--- config.mk ---
export PLATFORM = sky130hd
export DESIGN_NAME = seven_seg_arbiter_flat
export DESIGN_NICKNAME = d
export VERILOG_FILES = /design/src/rtl/seven_seg_arbiter_pkg.sv /design/src/rtl/seven_seg_arbiter_if.sv /design/src/rtl/seven_seg_rr_pick.sv /design/src/rtl/seven_seg_arbiter.sv /design/src/flat_wrapper.sv
export SDC_FILE = /design/constraint.sdc
export NUM_CORES = 1
export LEC_CHECK = 0
export ABC_AREA = 1
export CORE_UTILIZATION = 35
export DETAILED_ROUTE_END_ITERATION = 8
export RECOVER_POWER = 25
export SLEW_MARGIN = 20
export SYNTH_ARGS = -nofsm -noshare
export SYNTH_HDL_FRONTEND = slang
export SYNTH_SLANG_ARGS = --single-unit
--- constraint.sdc ---
create_clock -name i_Clk -period 6.8 [get_ports i_Clk]
set_input_delay 2.04 -clock i_Clk [delete_from_list [all_inputs] [get_ports i_Clk]]
set_output_delay 2.04 -clock i_Clk [all_outputs]
set_load 0.01 [all_outputs]
--- src/rtl/seven_seg_arbiter_pkg.sv ---
// Shared definitions for the seven-segment display arbiter: FSM state
// encodings, client count, per-client digit slice width and a one-hot helper.
package seven_seg_arbiter_pkg;

    localparam int NUM_CLIENTS   = 4;
    localparam int DIGIT_SLICE_W = 16;

    typedef enum logic [1:0] {
        ST_IDLE = 2'd0,
        ST_GAP  = 2'd1,
        ST_OWN  = 2'd2
    } state_t;

    // One-hot decode of a 2-bit client index.
    function automatic logic [NUM_CLIENTS-1:0] onehot(input logic [1:0] idx);
        logic [NUM_CLIENTS-1:0] v;
        v      = '0;
        v[idx] = 1'b1;
        return v;
    endfunction

endpackage

--- src/rtl/seven_seg_arbiter_if.sv ---
// Client-side bundle of the display arbiter: request/data in, grant,
// owner, blank flag and the four digit nibbles out to the scan driver.
interface seven_seg_arbiter_if;
    import seven_seg_arbiter_pkg::*;

    logic [NUM_CLIENTS-1:0]               i_Req;
    logic [NUM_CLIENTS*DIGIT_SLICE_W-1:0] i_Data;
    logic [NUM_CLIENTS-1:0]               o_Grant;
    logic [1:0]                           o_Owner;
    logic                                 o_Blank;
    logic [3:0]                           o_Digit_1;
    logic [3:0]                           o_Digit_2;
    logic [3:0]                           o_Digit_3;
    logic [3:0]                           o_Digit_4;

    // Arbiter side
    modport slave (
        input  i_Req, i_Data,
        output o_Grant, o_Owner, o_Blank,
               o_Digit_1, o_Digit_2, o_Digit_3, o_Digit_4
    );

    // Requesting-client side
    modport master (
        output i_Req, i_Data,
        input  o_Grant, o_Owner, o_Blank,
               o_Digit_1, o_Digit_2, o_Digit_3, o_Digit_4
    );

endinterface

--- src/rtl/seven_seg_rr_pick.sv ---
// Combinational round-robin pick: first requesting client searching
// last+1, last+2, ... modulo 4. The last owner itself is searched last.
module seven_seg_rr_pick
    import seven_seg_arbiter_pkg::*;
(
    input  logic [NUM_CLIENTS-1:0] req,
    input  logic [1:0]             last,
    output logic [1:0]             pick,
    output logic                   any_req
);

    logic [1:0]             cand [NUM_CLIENTS];
    logic [NUM_CLIENTS-1:0] hit;

    // Candidate at search distance gi+1 from the last owner
    generate
        for (genvar gi = 0; gi < NUM_CLIENTS; gi++) begin : g_cand
            assign cand[gi] = last + 2'(gi + 1);
            assign hit[gi]  = req[cand[gi]];
        end
    endgenerate

    // Nearest hit wins: scan from farthest to nearest so the nearest overwrites
    always_comb begin
        pick = '0;
        for (int i = NUM_CLIENTS - 1; i >= 0; i--) begin
            if (hit[i]) begin
                pick = cand[i];
            end
        end
    end

    assign any_req = |req;

endmodule

--- src/rtl/seven_seg_arbiter.sv ---
// Time-shares the 4-digit seven-segment display between four clients.
// Round-robin ownership with a fixed slice, separated by blank gaps to
// avoid ghosting. All outputs are registered.
// Optional build macro SEVEN_SEG_ARB_PRIORITY_EN: client 0 becomes urgent
// and preempts any other owner on the next edge.
module seven_seg_arbiter
    import seven_seg_arbiter_pkg::*;
#(
    parameter int c_Slice        = 100_000_000,
    parameter int c_Blank_Cycles = 1000,
    parameter int c_Cnt_Width    = 32
) (
    input  logic                i_Clk,
    input  logic                i_Reset,
    seven_seg_arbiter_if.slave  bus
);

    localparam logic [c_Cnt_Width-1:0] BLANK_LAST = c_Cnt_Width'(c_Blank_Cycles - 1);
    localparam logic [c_Cnt_Width-1:0] SLICE_LAST = c_Cnt_Width'(c_Slice - 1);
    localparam logic [c_Cnt_Width-1:0] CNT_ONE    = c_Cnt_Width'(1);

    state_t                   state_reg,  state_next;
    logic [c_Cnt_Width-1:0]   cnt_reg,    cnt_next;
    logic [1:0]               pend_reg,   pend_next;
    logic [1:0]               last_reg,   last_next;
    logic [NUM_CLIENTS-1:0]   grant_reg,  grant_next;
    logic [1:0]               owner_reg,  owner_next;
    logic                     blank_reg,  blank_next;
    logic [DIGIT_SLICE_W-1:0] digits_reg, digits_next;

    logic [1:0]               pick;
    logic                     any_req;
    logic                     owner_req;
    logic                     other_req;
    logic                     urgent;
    logic [DIGIT_SLICE_W-1:0] slices [NUM_CLIENTS];

    seven_seg_rr_pick u_pick (
        .req     (bus.i_Req),
        .last    (last_reg),
        .pick    (pick),
        .any_req (any_req)
    );

    // Split the flat data bus into one 16-bit digit slice per client
    generate
        for (genvar gi = 0; gi < NUM_CLIENTS; gi++) begin : g_slice
            assign slices[gi] = bus.i_Data[gi*DIGIT_SLICE_W +: DIGIT_SLICE_W];
        end
    endgenerate

    assign owner_req = bus.i_Req[owner_reg];
    assign other_req = |(bus.i_Req & ~onehot(owner_reg));

`ifdef SEVEN_SEG_ARB_PRIORITY_EN
    assign urgent = (owner_reg != 2'd0) && bus.i_Req[0];
`else
    assign urgent = 1'b0;
`endif

    // State and registered-output update; r_Last resets to 3 so client 0 wins first
    always_ff @(posedge i_Clk or posedge i_Reset) begin
        if (i_Reset) begin
            state_reg  <= ST_IDLE;
            cnt_reg    <= '0;
            pend_reg   <= '0;
            last_reg   <= 2'd3;
            grant_reg  <= '0;
            owner_reg  <= '0;
            blank_reg  <= 1'b1;
            digits_reg <= '0;
        end else begin
            state_reg  <= state_next;
            cnt_reg    <= cnt_next;
            pend_reg   <= pend_next;
            last_reg   <= last_next;
            grant_reg  <= grant_next;
            owner_reg  <= owner_next;
            blank_reg  <= blank_next;
            digits_reg <= digits_next;
        end
    end

    // Next-state and next-output logic for IDLE / GAP / OWN
    always_comb begin
        state_next  = state_reg;
        cnt_next    = cnt_reg;
        pend_next   = pend_reg;
        last_next   = last_reg;
        grant_next  = grant_reg;
        owner_next  = owner_reg;
        blank_next  = blank_reg;
        digits_next = digits_reg;

        case (state_reg)
            ST_IDLE: begin
                blank_next  = 1'b1;
                grant_next  = '0;
                digits_next = '0;
                if (any_req) begin
                    pend_next  = pick;
                    cnt_next   = '0;
                    state_next = ST_GAP;
                end
            end

            ST_GAP: begin
                blank_next  = 1'b1;
                grant_next  = '0;
                digits_next = '0;
                cnt_next    = cnt_reg + CNT_ONE;
                if (cnt_reg == BLANK_LAST) begin
                    cnt_next = '0;
                    if (bus.i_Req[pend_reg]) begin
                        state_next  = ST_OWN;
                        grant_next  = onehot(pend_reg);
                        owner_next  = pend_reg;
                        last_next   = pend_reg;
                        blank_next  = 1'b0;
                        digits_next = slices[pend_reg];
                    end else begin
                        // Pending client gave up during the gap: never granted
                        state_next = ST_IDLE;
                    end
                end
            end

            ST_OWN: begin
                digits_next = slices[owner_reg];
                if (cnt_reg != SLICE_LAST) begin
                    cnt_next = cnt_reg + CNT_ONE;
                end
                // Release outranks any preemption on the same edge
                if (!owner_req) begin
                    grant_next  = '0;
                    blank_next  = 1'b1;
                    digits_next = '0;
                    cnt_next    = '0;
                    if (any_req) begin
                        pend_next  = pick;
                        state_next = ST_GAP;
                    end else begin
                        state_next = ST_IDLE;
                    end
                end else if (urgent) begin
                    grant_next  = '0;
                    blank_next  = 1'b1;
                    digits_next = '0;
                    cnt_next    = '0;
                    pend_next   = 2'd0;
                    state_next  = ST_GAP;
                end else if ((cnt_reg == SLICE_LAST) && other_req) begin
                    // Owner is searched last by the pick, so pick is another client
                    grant_next  = '0;
                    blank_next  = 1'b1;
                    digits_next = '0;
                    cnt_next    = '0;
                    pend_next   = pick;
                    state_next  = ST_GAP;
                end
            end

            default: begin
                state_next  = ST_IDLE;
                grant_next  = '0;
                blank_next  = 1'b1;
                digits_next = '0;
                cnt_next    = '0;
            end
        endcase
    end

    assign bus.o_Grant   = grant_reg;
    assign bus.o_Owner   = owner_reg;
    assign bus.o_Blank   = blank_reg;
    assign bus.o_Digit_1 = digits_reg[3:0];
    assign bus.o_Digit_2 = digits_reg[7:4];
    assign bus.o_Digit_3 = digits_reg[11:8];
    assign bus.o_Digit_4 = digits_reg[15:12];

endmodule

--- src/flat_wrapper.sv ---
// flat-port wrapper written by rule: the top's interface ports become plain ports
module seven_seg_arbiter_flat import seven_seg_arbiter_pkg::*;
#(
    parameter int c_Slice        = 100_000_000,
    parameter int c_Blank_Cycles = 1000,
    parameter int c_Cnt_Width    = 32
)
  (i_Clk, i_Reset, bus_i_Req, bus_i_Data, bus_o_Grant, bus_o_Owner, bus_o_Blank, bus_o_Digit_1, bus_o_Digit_2, bus_o_Digit_3, bus_o_Digit_4);
  seven_seg_arbiter_if bus_i ();
  input  logic i_Clk;
  input  logic i_Reset;
  input wire logic [$bits(bus_i.i_Req)-1:0] bus_i_Req;
  input wire logic [$bits(bus_i.i_Data)-1:0] bus_i_Data;
  output wire logic [$bits(bus_i.o_Grant)-1:0] bus_o_Grant;
  output wire logic [$bits(bus_i.o_Owner)-1:0] bus_o_Owner;
  output wire logic [$bits(bus_i.o_Blank)-1:0] bus_o_Blank;
  output wire logic [$bits(bus_i.o_Digit_1)-1:0] bus_o_Digit_1;
  output wire logic [$bits(bus_i.o_Digit_2)-1:0] bus_o_Digit_2;
  output wire logic [$bits(bus_i.o_Digit_3)-1:0] bus_o_Digit_3;
  output wire logic [$bits(bus_i.o_Digit_4)-1:0] bus_o_Digit_4;
  assign bus_i.i_Req = bus_i_Req;
  assign bus_i.i_Data = bus_i_Data;
  assign bus_o_Grant = bus_i.o_Grant;
  assign bus_o_Owner = bus_i.o_Owner;
  assign bus_o_Blank = bus_i.o_Blank;
  assign bus_o_Digit_1 = bus_i.o_Digit_1;
  assign bus_o_Digit_2 = bus_i.o_Digit_2;
  assign bus_o_Digit_3 = bus_i.o_Digit_3;
  assign bus_o_Digit_4 = bus_i.o_Digit_4;
  seven_seg_arbiter #(.c_Slice(c_Slice), .c_Blank_Cycles(c_Blank_Cycles), .c_Cnt_Width(c_Cnt_Width)) u_core (.i_Clk(i_Clk), .i_Reset(i_Reset), .bus(bus_i));
endmodule
==> out/results.ini <==
[timing]
finalSetupViolCount=0
slew_headroom_pct=39.0
rsz0062_at_grt=false
hold_viol=0
fin_crit_sh_pct=61.1
fmax_mhz=241
slew_viol_final=0
period_minus_slack_ns=4.16
tns_ns=0
tightest_slew_ns=0.913
skew_ns=0.00786

[critical_path]
worstPathArrival_ns=4.39
critPathCaptureType=register
path_class=in -> reg
max_stage_delay_ns=0.66
cpLargestDelayFamily=simple AND/OR/NAND/NOR gates
critical_path_required_ns=7.03
path_cells=clkdlybuf4s50_1, inv_1, nand4_1, inv_1, nand2_1, nand2_4, inv_4, nand2_4, inv_4, nor2_1
cp.buffers_inverters=5
cp_max_fo=27
slowest_stage=nand2_1
startpoint_type=input port

[clock_tree]
clock_latency_ns=0.35
clk_pin_slew_ns=0.05
tritoncts=built
hold_buffers=0
cts_buffer_depth=2
cts_sinks=61
cts_root_buf=clkbuf_16
htree_levels=3
cts_resized=0
cts_buffers=9
postCtsSetupBuffers=0

[logic_synthesis]
synth_xor_xnor_area_share_pct=1.24
synth_top_family_by_area=simple AND/OR/NAND/NOR gates
ys_ff_latch=61
synth.area.top_cells=dfrtp_1 29%, nand2_1 19%, nor2_1 7.9%, inv_1 7.9%, nand3_1 5.6%
synthAdderAreaFrac_pct=1.27
synthDistinctLibCells=36
avgSynthCellArea_um2=6.25
synth-compound-area-share_pct=15.6
synth_top_cell_area_share_pct=29.5
synth_top_area_cell=dfrtp_1
synthSimpleGateAreaFrac_pct=38.9
synth.mux.area_fraction_pct=0
ys_seq_area_share_pct=31.1
syn_inst=788
synthesis.area_um2=4920
yosys_warnings=0
synth_nets=863

[detailed_routing]
drc=0
ant_nets=0
routed_wl_um=15800
detail_route.wl_per_cell_um=15.2
first_pass_iters=7
routed_via_density=5.05
drtIter0Drc=342
vias=5276

[grt]
grt_max_degree=62
grt.total_usage_pct=22.9
overflow=0
antenna_found_initial=0
grt_pass1_wl_um=25600
grt_pass1_vias=4949

[floorplanning]
io_pins=93
core_um2=13500
die_area_um2=14500
die_w_um=121
rows=42
initial_core_util_pct=36.5
die_y_um=121

[pwr]
p_per_area_nw_per_um2=205
power_mw=1.27
ir_drop_mv=0.107
p_leak_nw=2.76

[hold_path]
min_path_type=reg -> reg

[placement]
place.gp.congestion=0.975
port_buffers=92
place_hpwl_um=11500

[cells_and_area]
drive_above_1_share_pct=5.18
largest_reg_flops=32
antenna_cells=0
area_growth_pct=26.1
nNetsFinal=938

[flow_run]
max_cap_viol_count=0

[status]
status=finished clean

-- cell families (layout without fill, tap and decap cells) --
family          after synthesis  after routing
simple gates                452            452
buf+inv                     145            225
compound gates              118            118
flops                        61             61
xor+xnor                      7              7
fa+ha+maj                     5              5
-- power by group --
group	internal [mW]	switching, mW
Combinational	0.148	0.276
Clock	0.265	0.180
Sequential	0.382	0.0232
Total	0.795	0.478
-- metrics by stage --
stage | setup WS (ns) | hold slack, ns | util [%] | instance area [um2] | std cells
after floorplan | 3.25 | 0.475 | - | 4920 | 788
after global placement | 2.28 | 0.467 | 43.9 | 5930 | 1028
after detailed placement | 2.29 | 0.467 | 43.9 | 5930 | 1028
after CTS | 2.62 | 0.490 | 46.0 | 6210 | 1044
after global routing | 2.42 | 0.527 | 46.0 | 6210 | 1044
final | 2.64 | 0.488 | 46.0 | 6210 | 1044
-- placed cells by master, fill, tap and decap left out, types with 8 or more instances in the layout --
cell             count
a21oi_1             20
nand4_1             21
clkdlybuf4s50_1     91
nor3_1               8
dfrtp_1             58
a22oi_1             23
clkbuf_16            9
o221ai_1            23
o21ai_0             25
nor2_1             104
inv_1              102
nand2_1            245
inv_2                8
nand3_1             55
o21ai_1             14
-- layout make-up --
class / count / area (um2)
fill: 1387 / 7300
sequential: 61 / 1530
inverter: 115 / 437
multi-input combinational: 582 / 2810
tap: 176 / 220
timing repair buffer: 94 / 936
clock buffer: 12 / 256
clock inverter: 4 / 22.5
-- metal layers --
layer  global-route usage, %  share of wire (%)
met1                    30.2                 45
met4                    7.56                2.0
met2                    35.6                 46
met3                    6.79                7.6
met5                       0                  0
-- cell usage after synthesis --
| master | n |
|---|---|
| nand2_1 | 245 |
| nor2_1 | 104 |
| inv_1 | 103 |
| dfrtp_1 | 58 |
| nand3_1 | 55 |
| o21ai_0 | 25 |
| a22oi_1 | 23 |
| o221ai_1 | 23 |
| nand4_1 | 21 |
| a21oi_1 | 20 |
| clkbuf_1 | 14 |
| o21ai_1 | 14 |
| buf_2 | 10 |
| inv_2 | 8 |
| nor3_1 | 8 |
| buf_4 | 5 |
| ha_1 | 5 |
| nor2_2 | 5 |
| o22ai_1 | 5 |
| xor2_1 | 5 |
| o2bb2ai_1 | 4 |
| dfstp_2 | 3 |
| nand2_2 | 3 |
| nand2_4 | 3 |
| nand3b_1 | 3 |
| clkinv_1 | 2 |
| inv_4 | 2 |
| nor2_4 | 2 |
| o211ai_1 | 2 |
| xnor2_1 | 2 |
| a41oi_1 | 1 |
| buf_6 | 1 |
| nand3_4 | 1 |
| nor2b_1 | 1 |
| o21a_1 | 1 |
| or2_2 | 1 |
-- final timing paths --
kind	from	endpoint	slack, ns	cells past startpoint
min	u_core.bus.o_Grant[2]	u_core.bus.o_Grant[2]	0.49	2
min reg2reg	u_core.bus.o_Grant[2]	u_core.bus.o_Grant[2]	0.49	2
min in group asynchronous	i_Reset	u_core.digits_reg[7]	2.38	3
max	bus_i_Req[2]	u_core.cnt_reg[23]	2.64	10
max in group asynchronous	i_Reset	u_core.bus.o_Grant[0]	3.87	3
max reg2reg	u_core.cnt_reg[0]	u_core.cnt_reg[23]	4.31	13
-- tightest hold or removal path: stages (launching register included) --
cell and delay [ns]:
dfrtp_1 0.33, nand2_1 0.06, o21ai_0 0.06
Power figures use the tool's default switching activity.
